`src/rtl/q_setpoint_sequencer_if.sv`:
```
// Setpoint push bus: valid/ready handshake carrying one (charge, dwell) pair per beat.
interface q_setpoint_sequencer_if #(
  parameter int BUS_WIDTH   = 10,
  parameter int DWELL_WIDTH = 8
);
  logic                   sp_valid;
  logic                   sp_ready;
  logic [BUS_WIDTH-1:0]   sp_q;
  logic [DWELL_WIDTH-1:0] sp_dwell;

  modport master (output sp_valid, output sp_q, output sp_dwell, input sp_ready);
  modport slave  (input sp_valid, input sp_q, input sp_dwell, output sp_ready);
endinterface

```
`src/rtl/q_setpoint_sequencer.sv`:
```
// Feeds queued charge setpoints into the Q-control loop, waits for convergence,
// holds each for its dwell time and traps settle timeouts / instability in FAULT.
module q_setpoint_sequencer #(
  parameter int BUS_WIDTH   = 10,
  parameter int DEPTH       = 4,
  parameter int DWELL_WIDTH = 8,
  parameter int TIMEOUT     = 10000,
  parameter int TO_WIDTH    = 14
) (
  input  logic                       clk,
  input  logic                       rst,
  q_setpoint_sequencer_if.slave      sp_if,
  input  logic                       run_i,
  input  logic                       abort_i,
  input  logic                       converged_i,
  input  logic                       unstable_i,
  output logic                       start_o,
  output logic                       enable_o,
  output logic [BUS_WIDTH-1:0]       q_desired_o,
  output logic                       busy_o,
  output logic                       sp_done_o,
  output logic                       seq_done_o,
  output logic                       timeout_err_o,
  output logic                       instb_err_o,
  output logic [$clog2(DEPTH+1)-1:0] level_o
);
  localparam int PW = $clog2(DEPTH);
  localparam int LW = $clog2(DEPTH+1);
  localparam int EW = BUS_WIDTH + DWELL_WIDTH;
  localparam logic [LW-1:0]          LVL_ZERO = LW'(0);
  localparam logic [LW-1:0]          LVL_FULL = LW'(DEPTH);
  localparam logic [TO_WIDTH-1:0]    TO_ZERO  = TO_WIDTH'(0);
  localparam logic [TO_WIDTH-1:0]    TO_BLANK = TO_WIDTH'(2);
  localparam logic [TO_WIDTH-1:0]    TO_LAST  = TO_WIDTH'(TIMEOUT - 1);
  localparam logic [DWELL_WIDTH-1:0] DW_ZERO  = DWELL_WIDTH'(0);

  typedef enum logic [2:0] {
    S_IDLE   = 3'd0,
    S_LOAD   = 3'd1,
    S_SETTLE = 3'd2,
    S_DWELL  = 3'd3,
    S_FAULT  = 3'd4
  } state_e;

  state_e                 state_q, state_d;
  logic [EW-1:0]          mem_q [DEPTH];
  logic [PW-1:0]          wr_ptr_q, rd_ptr_q;
  logic [LW-1:0]          level_q;
  logic [DWELL_WIDTH-1:0] dwell_reg_q, dwell_cnt_q, dwell_cnt_d;
  logic [TO_WIDTH-1:0]    to_q, to_d;
  logic                   start_q, enable_q, busy_q, sp_done_q, seq_done_q;
  logic                   timeout_err_q, instb_err_q;
  logic [BUS_WIDTH-1:0]   q_desired_q;
  logic                   push_s, pop_s, complete_s, seq_s, timeout_s, instb_s, conv_s;
  logic [EW-1:0]          head_s;

  assign sp_if.sp_ready = !rst && (level_q != LVL_FULL);
  assign push_s         = sp_if.sp_valid && sp_if.sp_ready && !abort_i;
  assign head_s         = mem_q[rd_ptr_q];
  // The first two SETTLE cycles mask a stale converged flag from the previous setpoint.
  assign conv_s         = converged_i && (to_q >= TO_BLANK);

  // Next-state, pop request and event decode.
  always_comb begin
    state_d     = state_q;
    dwell_cnt_d = dwell_cnt_q;
    to_d        = (state_q == S_SETTLE) ? to_q + TO_WIDTH'(1) : TO_ZERO;
    pop_s       = 1'b0;
    complete_s  = 1'b0;
    seq_s       = 1'b0;
    timeout_s   = 1'b0;
    instb_s     = 1'b0;
    if (abort_i) begin
      state_d = S_IDLE;
    end else begin
      case (state_q)
        S_IDLE: begin
          if (run_i && (level_q != LVL_ZERO)) begin
            pop_s   = 1'b1;
            state_d = S_LOAD;
          end else begin
            state_d = S_IDLE;
          end
        end
        S_LOAD: begin
          if (unstable_i) begin
            instb_s = 1'b1;
            state_d = S_FAULT;
          end else begin
            state_d = S_SETTLE;
          end
        end
        S_SETTLE: begin
          if (unstable_i) begin
            instb_s = 1'b1;
            state_d = S_FAULT;
          end else if (conv_s) begin
            dwell_cnt_d = dwell_reg_q;
            state_d     = S_DWELL;
          end else if (to_q == TO_LAST) begin
            timeout_s = 1'b1;
            state_d   = S_FAULT;
          end else begin
            state_d = S_SETTLE;
          end
        end
        S_DWELL: begin
          if (unstable_i) begin
            instb_s = 1'b1;
            state_d = S_FAULT;
          end else if (!converged_i) begin
            dwell_cnt_d = dwell_reg_q;
            state_d     = S_SETTLE;
          end else if (dwell_cnt_q == DW_ZERO) begin
            complete_s = 1'b1;
            if (run_i && (level_q != LVL_ZERO)) begin
              pop_s   = 1'b1;
              state_d = S_LOAD;
            end else begin
              seq_s   = (level_q == LVL_ZERO);
              state_d = S_IDLE;
            end
          end else begin
            dwell_cnt_d = dwell_cnt_q - DWELL_WIDTH'(1);
          end
        end
        S_FAULT: begin
          if (!run_i) begin
            state_d = S_IDLE;
          end else begin
            state_d = S_FAULT;
          end
        end
        default: state_d = S_IDLE;
      endcase
    end
  end

  // Setpoint FIFO storage (no reset needed; occupancy guards every read).
  always_ff @(posedge clk) begin
    if (push_s) begin
      mem_q[wr_ptr_q] <= {sp_if.sp_dwell, sp_if.sp_q};
    end
  end

  // FIFO pointers and occupancy; abort flushes everything including a same-cycle push.
  always_ff @(posedge clk) begin
    if (rst || abort_i) begin
      wr_ptr_q <= PW'(0);
      rd_ptr_q <= PW'(0);
      level_q  <= LVL_ZERO;
    end else begin
      if (push_s) wr_ptr_q <= wr_ptr_q + PW'(1);
      if (pop_s)  rd_ptr_q <= rd_ptr_q + PW'(1);
      if (push_s && !pop_s)      level_q <= level_q + LW'(1);
      else if (pop_s && !push_s) level_q <= level_q - LW'(1);
    end
  end

  // Sequencer state, counters and registered outputs decoded from the next state.
  always_ff @(posedge clk) begin
    if (rst) begin
      state_q       <= S_IDLE;
      dwell_reg_q   <= DW_ZERO;
      dwell_cnt_q   <= DW_ZERO;
      to_q          <= TO_ZERO;
      q_desired_q   <= BUS_WIDTH'(0);
      start_q       <= 1'b0;
      enable_q      <= 1'b0;
      busy_q        <= 1'b0;
      sp_done_q     <= 1'b0;
      seq_done_q    <= 1'b0;
      timeout_err_q <= 1'b0;
      instb_err_q   <= 1'b0;
    end else begin
      state_q     <= state_d;
      dwell_cnt_q <= dwell_cnt_d;
      to_q        <= to_d;
      if (pop_s) begin
        q_desired_q <= head_s[BUS_WIDTH-1:0];
        dwell_reg_q <= head_s[EW-1:BUS_WIDTH];
      end
      start_q       <= (state_d == S_SETTLE) || (state_d == S_DWELL);
      enable_q      <= (state_d == S_LOAD) || (state_d == S_SETTLE) || (state_d == S_DWELL);
      busy_q        <= (state_d != S_IDLE) && (state_d != S_FAULT);
      sp_done_q     <= complete_s;
      seq_done_q    <= seq_s;
      timeout_err_q <= timeout_err_q | timeout_s;
      instb_err_q   <= instb_err_q | instb_s;
    end
  end

  assign start_o       = start_q;
  assign enable_o      = enable_q;
  assign q_desired_o   = q_desired_q;
  assign busy_o        = busy_q;
  assign sp_done_o     = sp_done_q;
  assign seq_done_o    = seq_done_q;
  assign timeout_err_o = timeout_err_q;
  assign instb_err_o   = instb_err_q;
  assign level_o       = level_q;
endmodule

```
`src/flat_wrapper.sv`:
```
// flat-port wrapper written by rule: the top's interface ports become plain ports
module q_setpoint_sequencer_flat 
#(
  parameter int BUS_WIDTH   = 10,
  parameter int DEPTH       = 4,
  parameter int DWELL_WIDTH = 8,
  parameter int TIMEOUT     = 10000,
  parameter int TO_WIDTH    = 14
)
  (clk, rst, run_i, abort_i, converged_i, unstable_i, start_o, enable_o, q_desired_o, busy_o, sp_done_o, seq_done_o, timeout_err_o, instb_err_o, level_o, sp_if_sp_valid, sp_if_sp_q, sp_if_sp_dwell, sp_if_sp_ready);
  q_setpoint_sequencer_if #(.BUS_WIDTH(BUS_WIDTH), .DWELL_WIDTH(DWELL_WIDTH)) sp_if_i ();
  input  logic clk;
  input  logic rst;
  input  logic run_i;
  input  logic abort_i;
  input  logic converged_i;
  input  logic unstable_i;
  output logic start_o;
  output logic enable_o;
  output logic [BUS_WIDTH-1:0] q_desired_o;
  output logic busy_o;
  output logic sp_done_o;
  output logic seq_done_o;
  output logic timeout_err_o;
  output logic instb_err_o;
  output logic [$clog2(DEPTH+1)-1:0] level_o;
  input wire logic [$bits(sp_if_i.sp_valid)-1:0] sp_if_sp_valid;
  input wire logic [$bits(sp_if_i.sp_q)-1:0] sp_if_sp_q;
  input wire logic [$bits(sp_if_i.sp_dwell)-1:0] sp_if_sp_dwell;
  output wire logic [$bits(sp_if_i.sp_ready)-1:0] sp_if_sp_ready;
  assign sp_if_i.sp_valid = sp_if_sp_valid;
  assign sp_if_i.sp_q = sp_if_sp_q;
  assign sp_if_i.sp_dwell = sp_if_sp_dwell;
  assign sp_if_sp_ready = sp_if_i.sp_ready;
  q_setpoint_sequencer #(.BUS_WIDTH(BUS_WIDTH), .DEPTH(DEPTH), .DWELL_WIDTH(DWELL_WIDTH), .TIMEOUT(TIMEOUT), .TO_WIDTH(TO_WIDTH)) u_core (.clk(clk), .rst(rst), .sp_if(sp_if_i), .run_i(run_i), .abort_i(abort_i), .converged_i(converged_i), .unstable_i(unstable_i), .start_o(start_o), .enable_o(enable_o), .q_desired_o(q_desired_o), .busy_o(busy_o), .sp_done_o(sp_done_o), .seq_done_o(seq_done_o), .timeout_err_o(timeout_err_o), .instb_err_o(instb_err_o), .level_o(level_o));
endmodule
```
`config.mk`:
```
export PLATFORM = sky130hd
export DESIGN_NAME = q_setpoint_sequencer_flat
export DESIGN_NICKNAME = d
export VERILOG_FILES = /design/src/rtl/q_setpoint_sequencer_if.sv /design/src/rtl/q_setpoint_sequencer.sv /design/src/flat_wrapper.sv
export SDC_FILE = /design/constraint.sdc
export NUM_CORES = 1
export LEC_CHECK = 0
export ABC_AREA = 1
export BUFFER_PORTS_ARGS = -buffer_cell sky130_fd_sc_hd__buf_2
export CAP_MARGIN = 20
export CORE_MARGIN = 10
export CORE_UTILIZATION = 50
export DETAILED_ROUTE_END_ITERATION = 12
export GPL_TIMING_DRIVEN = 0
export PLACE_DENSITY_LB_ADDON = 0.12
export SLEW_MARGIN = 10
export SYNTH_ARGS = -nofsm -noshare
export SYNTH_HDL_FRONTEND = slang
export SYNTH_SLANG_ARGS = --single-unit
```
`constraint.sdc`:
```
create_clock -name clk -period 2.6 [get_ports clk]
set_input_delay 0.39 -clock clk [delete_from_list [all_inputs] [get_ports clk]]
set_output_delay 0.39 -clock clk [all_outputs]
set_load 0.01 [all_outputs]
```
---- After elaboration in Yosys (flattened, before gate mapping) ----
Memory sizes are Yosys's and may differ from the RTL's. A register that Yosys moved wholly into a read port is not among the register bits.
Cells that the tools add are included.
operators by class
  add/subtract/negate cells ............... 6
  multipliers ............................. 0
  divide/modulo/power cells ............... 0
  order comparisons ....................... 1
  equal/unequal tests ..................... 14
  shifts and indexed selects .............. 0
  muxes and demuxes ....................... 36
  bitwise logic cells ..................... 7
  reduce and logical (&&, ||, !) cells .... 28
operators by type and width
  operator               count
  $mux 8                 5
  $mux 3                 11
  $mux 1                 17
  $pmux 8 s2             1
  $pmux 3 s5             1
  $add 14x1->14 const B  1
  $eq 14x14->1 const B   1
  $ge 14x2->1 const B    1
  $eq 3x2->1 const B     4
  $ne 3x3->1 const B     3
  $logic_and 1x1->1      8
  $logic_not 8->1        1
  $sub 8x1->8 const B    1
  $reduce_or 7->1        1
  $eq 3x1->1 const B     2
  $logic_not 3->1        2
  $reduce_and 6->1       1
  $reduce_bool 3->1      2
  $not 1->1              5
  $reduce_or 5->1        1
  $add 2x1->2 const B    2
  $logic_not 1->1        4
  $logic_or 1x1->1       4
  $ne 2x2->1 const B     2
  other kinds (9)        11
storage, ports and cells
  bits in registers ....................... 39
  latch bits .............................. 0
  bits in writable memories ............... 72
  memory bits (read-only) ................. 0
  input bits .............................. 25
  output and inout port bits .............. 21
  logic and storage cells ................. 106
  memories kept ........................... 1
memories
  memory        depth  bits a word  read ports  clocked after Yosys merged registers in  wr ports  RTL line                    source
  u_core.mem_q  4      18           1           1                                        1         q_setpoint_sequencer.sv:46  logic [EW-1:0] mem_q [DEPTH];

---- Logic depth before layout (Yosys ltp) ----
  word-level depth ........................ 11
  mapped depth ............................ 17

---- Worst setup path after synthesis ----
Ideal clock, no wire load.
  kind .................................... reg2reg
  from .................................... register u_core.dwell_cnt_q[0]
  to ...................................... register u_core.level_q[2] (netlist: u_core.level_o[2])
  arrival ................................. 2.199 ns
  required time ........................... 2.478 ns
  path slack .............................. 0.279 ns
  stages on the path, launching flop included .. 18
  clock period less this slack ............ 2.321 ns
  cell sequence ........................... dfxtp_1 > inv_1 > ha_1 > inv_1 > nor2_2 > nand2_2 > nor2_4 > nand2_2 > a21oi_4 > nand2_1 > buf_2 > ha_1 > inv_1 > fa_1 > a21oi_1 > o21ai_0 > o21ai_0 > a21oi_1
between the ends
  word-level cells in the longest chain between the ends .. 9
ends and longest elaborated chain
  item                                                RTL line                     source
  from (decl)                                         q_setpoint_sequencer.sv:49   logic [DWELL_WIDTH-1:0] dwell_reg_q, dwell_cnt_q, dwell_cnt_d;
  from (signal assigned)                              q_setpoint_sequencer.sv:177  dwell_cnt_q <= dwell_cnt_d;
  $logic_not 8->1 (*)                                 q_setpoint_sequencer.sv:114  end else if (dwell_cnt_q == DW_ZERO) begin
  $mux 1 (*)                                          q_setpoint_sequencer.sv:114
  $mux 1 (*)                                          q_setpoint_sequencer.sv:111  end else if (!converged_i) begin
  $mux 1 (*)                                          q_setpoint_sequencer.sv:108  if (unstable_i) begin
  $pmux 1 s2 (*)                                      q_setpoint_sequencer.sv:76   case (state_q)
  $mux 1 (*)                                          q_setpoint_sequencer.sv:73   if (abort_i) begin
  $logic_not 1->1                                     q_setpoint_sequencer.sv:155  if (push_s && !pop_s) level_q <= level_q + LW'(1);
  $logic_and 1x1->1                                   q_setpoint_sequencer.sv:155
  $mux 3 / $reduce_bool 2->1 (equally long branches)  --
  to (signal assigned)                                q_setpoint_sequencer.sv:155
  to (signal assigned)                                q_setpoint_sequencer.sv:156  else if (pop_s && !push_s) level_q <= level_q - LW'(1);
  to (decl)                                           q_setpoint_sequencer.sv:48   logic [LW-1:0] level_q;
Every way passes the cells marked *; elsewhere a longest branch is shown, timed or not.
A chain may end at the register's enable or synchronous reset.

---- Final worst setup path ----
  from .................................... register u_core.dwell_cnt_q[0]
  to ...................................... register u_core.level_q[1] (netlist: u_core.level_o[1])
The elaborated chain is that of the path after synthesis.

==> results.sh <==
export IMPL_status="completed"
export IMPL_syn_nets=574
export IMPL_postCtsHoldBufs=0
export IMPL_synth_top_area_share_pct=40.3
export IMPL_synth_edf_count=72
export IMPL_gp_congestion=0.826
export IMPL_yosysMostFrequentCell="nand2_1"
export IMPL_dp_hpwl_um=8260
export IMPL_gr_usage_all_layers_pct=16.5
export IMPL_ir_drop_mv=0.444
export IMPL_cts_root_buf="clkbuf_8"
export IMPL_finalSetupViolations=0
export IMPL_hp_class="in -> reg"
export IMPL_synth_area_um2=5360
export IMPL_cts_max_level=4
export IMPL_synth_top_cells_by_count="nand2_1 (86), edfxtp_1 (72), nor2_1 (65)"
export IMPL_synth_seq_area_share_pct=61.6
export IMPL_r2r_slack_ns=0.17
export IMPL_hold_end="u_core.mem_q[1][4]"
export IMPL_port_buffers=45
export IMPL_vias=4045
export IMPL_grt_pass1_vias=3916
export IMPL_syn_instance_count=540
export IMPL_critPathKind="reg -> reg"
export IMPL_wire_per_inst_um=15.7
export IMPL_netlist_top_cells_area="edfxtp_1 (40%), dfxtp_1 (21%), nand2_1 (6.0%)"
export IMPL_required_ns=3.00
export IMPL_ys_warn_count=0
export IMPL_fp_row_count=37
export IMPL_hold_start="sp_if_sp_q[4]"
export IMPL_gr_total_overflow=0
export IMPL_post_place_ws_ns=-0.0633
export IMPL_io_pin_count=46
export IMPL_drtIter0Drc=325
export IMPL_diodes=0
export IMPL_drive_gt1_share_pct=17.6
export IMPL_clk_pin_slew_ns=0.06
export IMPL_die_w_um=124
export IMPL_fmax_ghz=0.412
export IMPL_ant_nets=0
export IMPL_dieHeight_um=124
export IMPL_min_period_over_period_pct=93.3
export IMPL_cp_end_kind="flip-flop"
export IMPL_reg2reg_to="u_core.level_o[1]"
export IMPL_fin_crit_ns=2.43
export IMPL_grt_max_degree=17
export IMPL_startpoint_type="flip-flop"
export IMPL_slew_viol_final=0
export IMPL_syn_area_per_cell_um2=9.93
export IMPL_synth_main_ff_cell="edfxtp_1"
export IMPL_die_area_um2=15300
export IMPL_cts_buffers=17
export IMPL_synth_distinct_cells=29
export IMPL_viasPerCell=5.32
export IMPL_nFillCells=883
export IMPL_critPathMaxFanout=4
export IMPL_clk_path_buf_depth=2
export IMPL_final_setup_skew_ns=0.00749
export IMPL_start_util_pct=51.7
export IMPL_core_um2=10400
export IMPL_total_power_mw=4.49
export IMPL_first_pass_iters=7
export IMPL_wl_um=12000
export IMPL_async_flop_share_pct=0
export IMPL_synth_seq_cells=129
export IMPL_tritoncts="done"
export IMPL_grt_pass1_wl_um=19400
export IMPL_cellPowerDensity_nw_per_um2=701
export IMPL_finalHoldViolations=0
export IMPL_tightest_slew_ns=0.639
export IMPL_synth_top_area_cell="edfxtp_1"
export IMPL_grt_antenna_before_repair=0
export IMPL_p_leak_nw=2.38
export IMPL_cts_sinks=129
export IMPL_insertion_delay_ns=0.52
export IMPL_slew_headroom_pct=57.4
export IMPL_fin_ws_ns=0.174
export IMPL_cap_violations=0
export IMPL_post_route_drc_count=0
export IMPL_rr_startpoint="u_core.dwell_cnt_q[0]"
export IMPL_critPathArrivalTime_ns=2.82
export IMPL_rr_worst_depth=15
export IMPL_min_path_cells=1
export IMPL_area_growth_syn_to_layout_pct=19.6
export IMPL_layout_nets=645
metal layers:
metal | vias up | global-route usage [%] | wire, um
met5 | - | 0 | 0
met4 | 0 | 6.11 | 122
met3 | 12 | 4.15 | 785
met2 | 135 | 26.3 | 5690
met1 | 1890 | 21.2 | 5360
li1 | 2008 | - | -
per-stage QoR:
stage	setup TNS, ns	hold slack, ns	cell area [um2]	std cells	utilization [%]
final	0	0.0865	6410	760	61.8
after global routing	-0.000867	0.0742	6410	760	61.8
after detailed placement	-0.0973	0.451	5830	725	56.2
after global placement	-31.70	0.442	5760	721	55.5
after floorplan	0	0.430	5360	540	-
after CTS	-0.00609	0.0691	6380	758	61.5
logic make-up after synthesis:
| group | Yosys count | share of synthesized area [%] |
|---|---|---|
| and+or+nand+nor | 213 | 16.9 |
| DFF | 129 | 61.6 |
| AOI/OAI and AO/OA | 103 | 10.3 |
| buffers and inverters | 64 | 4.88 |
| muxes | 18 | 3.36 |
| adders and majority gates | 9 | 2.24 |
| xor gates and xnor gates | 4 | 0.654 |
how the worst max path moves through the flow:
| stage | start | end | slack, ns | cells past startpoint |
|---|---|---|---|---|
| final | u_core.dwell_cnt_q[0] | u_core.level_o[1] | 0.17 | 15 |
| after global routing | u_core.dwell_cnt_q[0] | u_core.level_o[2] | -0.0009 | 17 |
| after CTS | u_core.dwell_cnt_q[0] | u_core.level_o[1] | -0.006 | 15 |
| after detailed placement | u_core.dwell_cnt_q[0] | u_core.level_o[2] | -0.06 | 17 |
| after global placement | abort_i | u_core.mem_q[1][14] | -0.46 | 4 |
| after floorplan | u_core.dwell_cnt_q[0] | u_core.level_o[2] | 0.28 | 17 |
repair_timing:
item,4_1_cts,5_1_grt
cloned,0,0
pin swaps,1,3
buffers inserted,1,2
endpoints found under the hold margin,0,0
setup endpoints to repair,2,2
gates resized for setup,1,6
critical path: stages, from the launching register on:
cell and delay [ns]:
dfxtp_1 0.32, inv_1 0.07, ha_1 0.16, inv_1 0.07, nor2_4 0.16, nand2_4 0.09, nor2_4 0.13, nand2_2 0.10
a21oi_4 0.17, nand2_2 0.08, buf_6 0.12, ha_1 0.19, inv_2 0.08, fa_1 0.42, nand2_1 0.09, a21oi_1 0.07
flip-flops by register name, indices dropped and copies added (netlist names):
name / flops
u_core.dwell_reg_q: 8
u_core.busy_o: 1
u_core.state_q: 3
u_core.to_q: 14
u_core.dwell_cnt_q: 8
u_core.q_desired_o: 10
u_core.sp_done_o: 1
u_core.start_o: 1
u_core.wr_ptr_q: 2
u_core.timeout_err_o: 1
u_core.rd_ptr_q: 2
u_core.level_o: 3
u_core.enable_o: 1
u_core.seq_done_o: 1
u_core.instb_err_o: 1
u_core.mem_q: 72
layout make-up:
class | instances | area, um2 | share of cell area, %
timing repair buffer | 52 | 308 | 4.80
sequential | 129 | 3300 | 51.5
clock inverter | 13 | 111 | 1.74
clock buffer | 19 | 432 | 6.73
inverter | 44 | 165 | 2.58
multi-input combinational | 347 | 1820 | 28.4
tap | 136 | 170 | 2.65
buffer | 20 | 103 | 1.60
layout by cell type, fill, tap and decap left out, types with 3 or more instances in the layout:
cell        count
a21oi_1        44
buf_2          49
buf_4           7
buf_8           4
clkbuf_1       11
clkbuf_16      16
clkinv_2        4
clkinvlp_4      3
dfxtp_1        57
edfxtp_1       72
ha_1            8
inv_1          41
mux2i_1        18
nand2_1        85
nand2_2         4
nand3_1        34
nand4_1         6
nor2_1         61
nor2_2          7
nor3_1          8
o21ai_0        38
o22ai_1        18
xor2_1          4
power by group:
group          leakage, nW  internal, mW  switching (mW)
Combinational         1.01        0.0500          0.0970
Clock                0.262          1.29           0.878
Sequential            1.11          2.17         0.00839
Total                 2.38          3.51           0.984
Power figures use the tool's default switching activity.
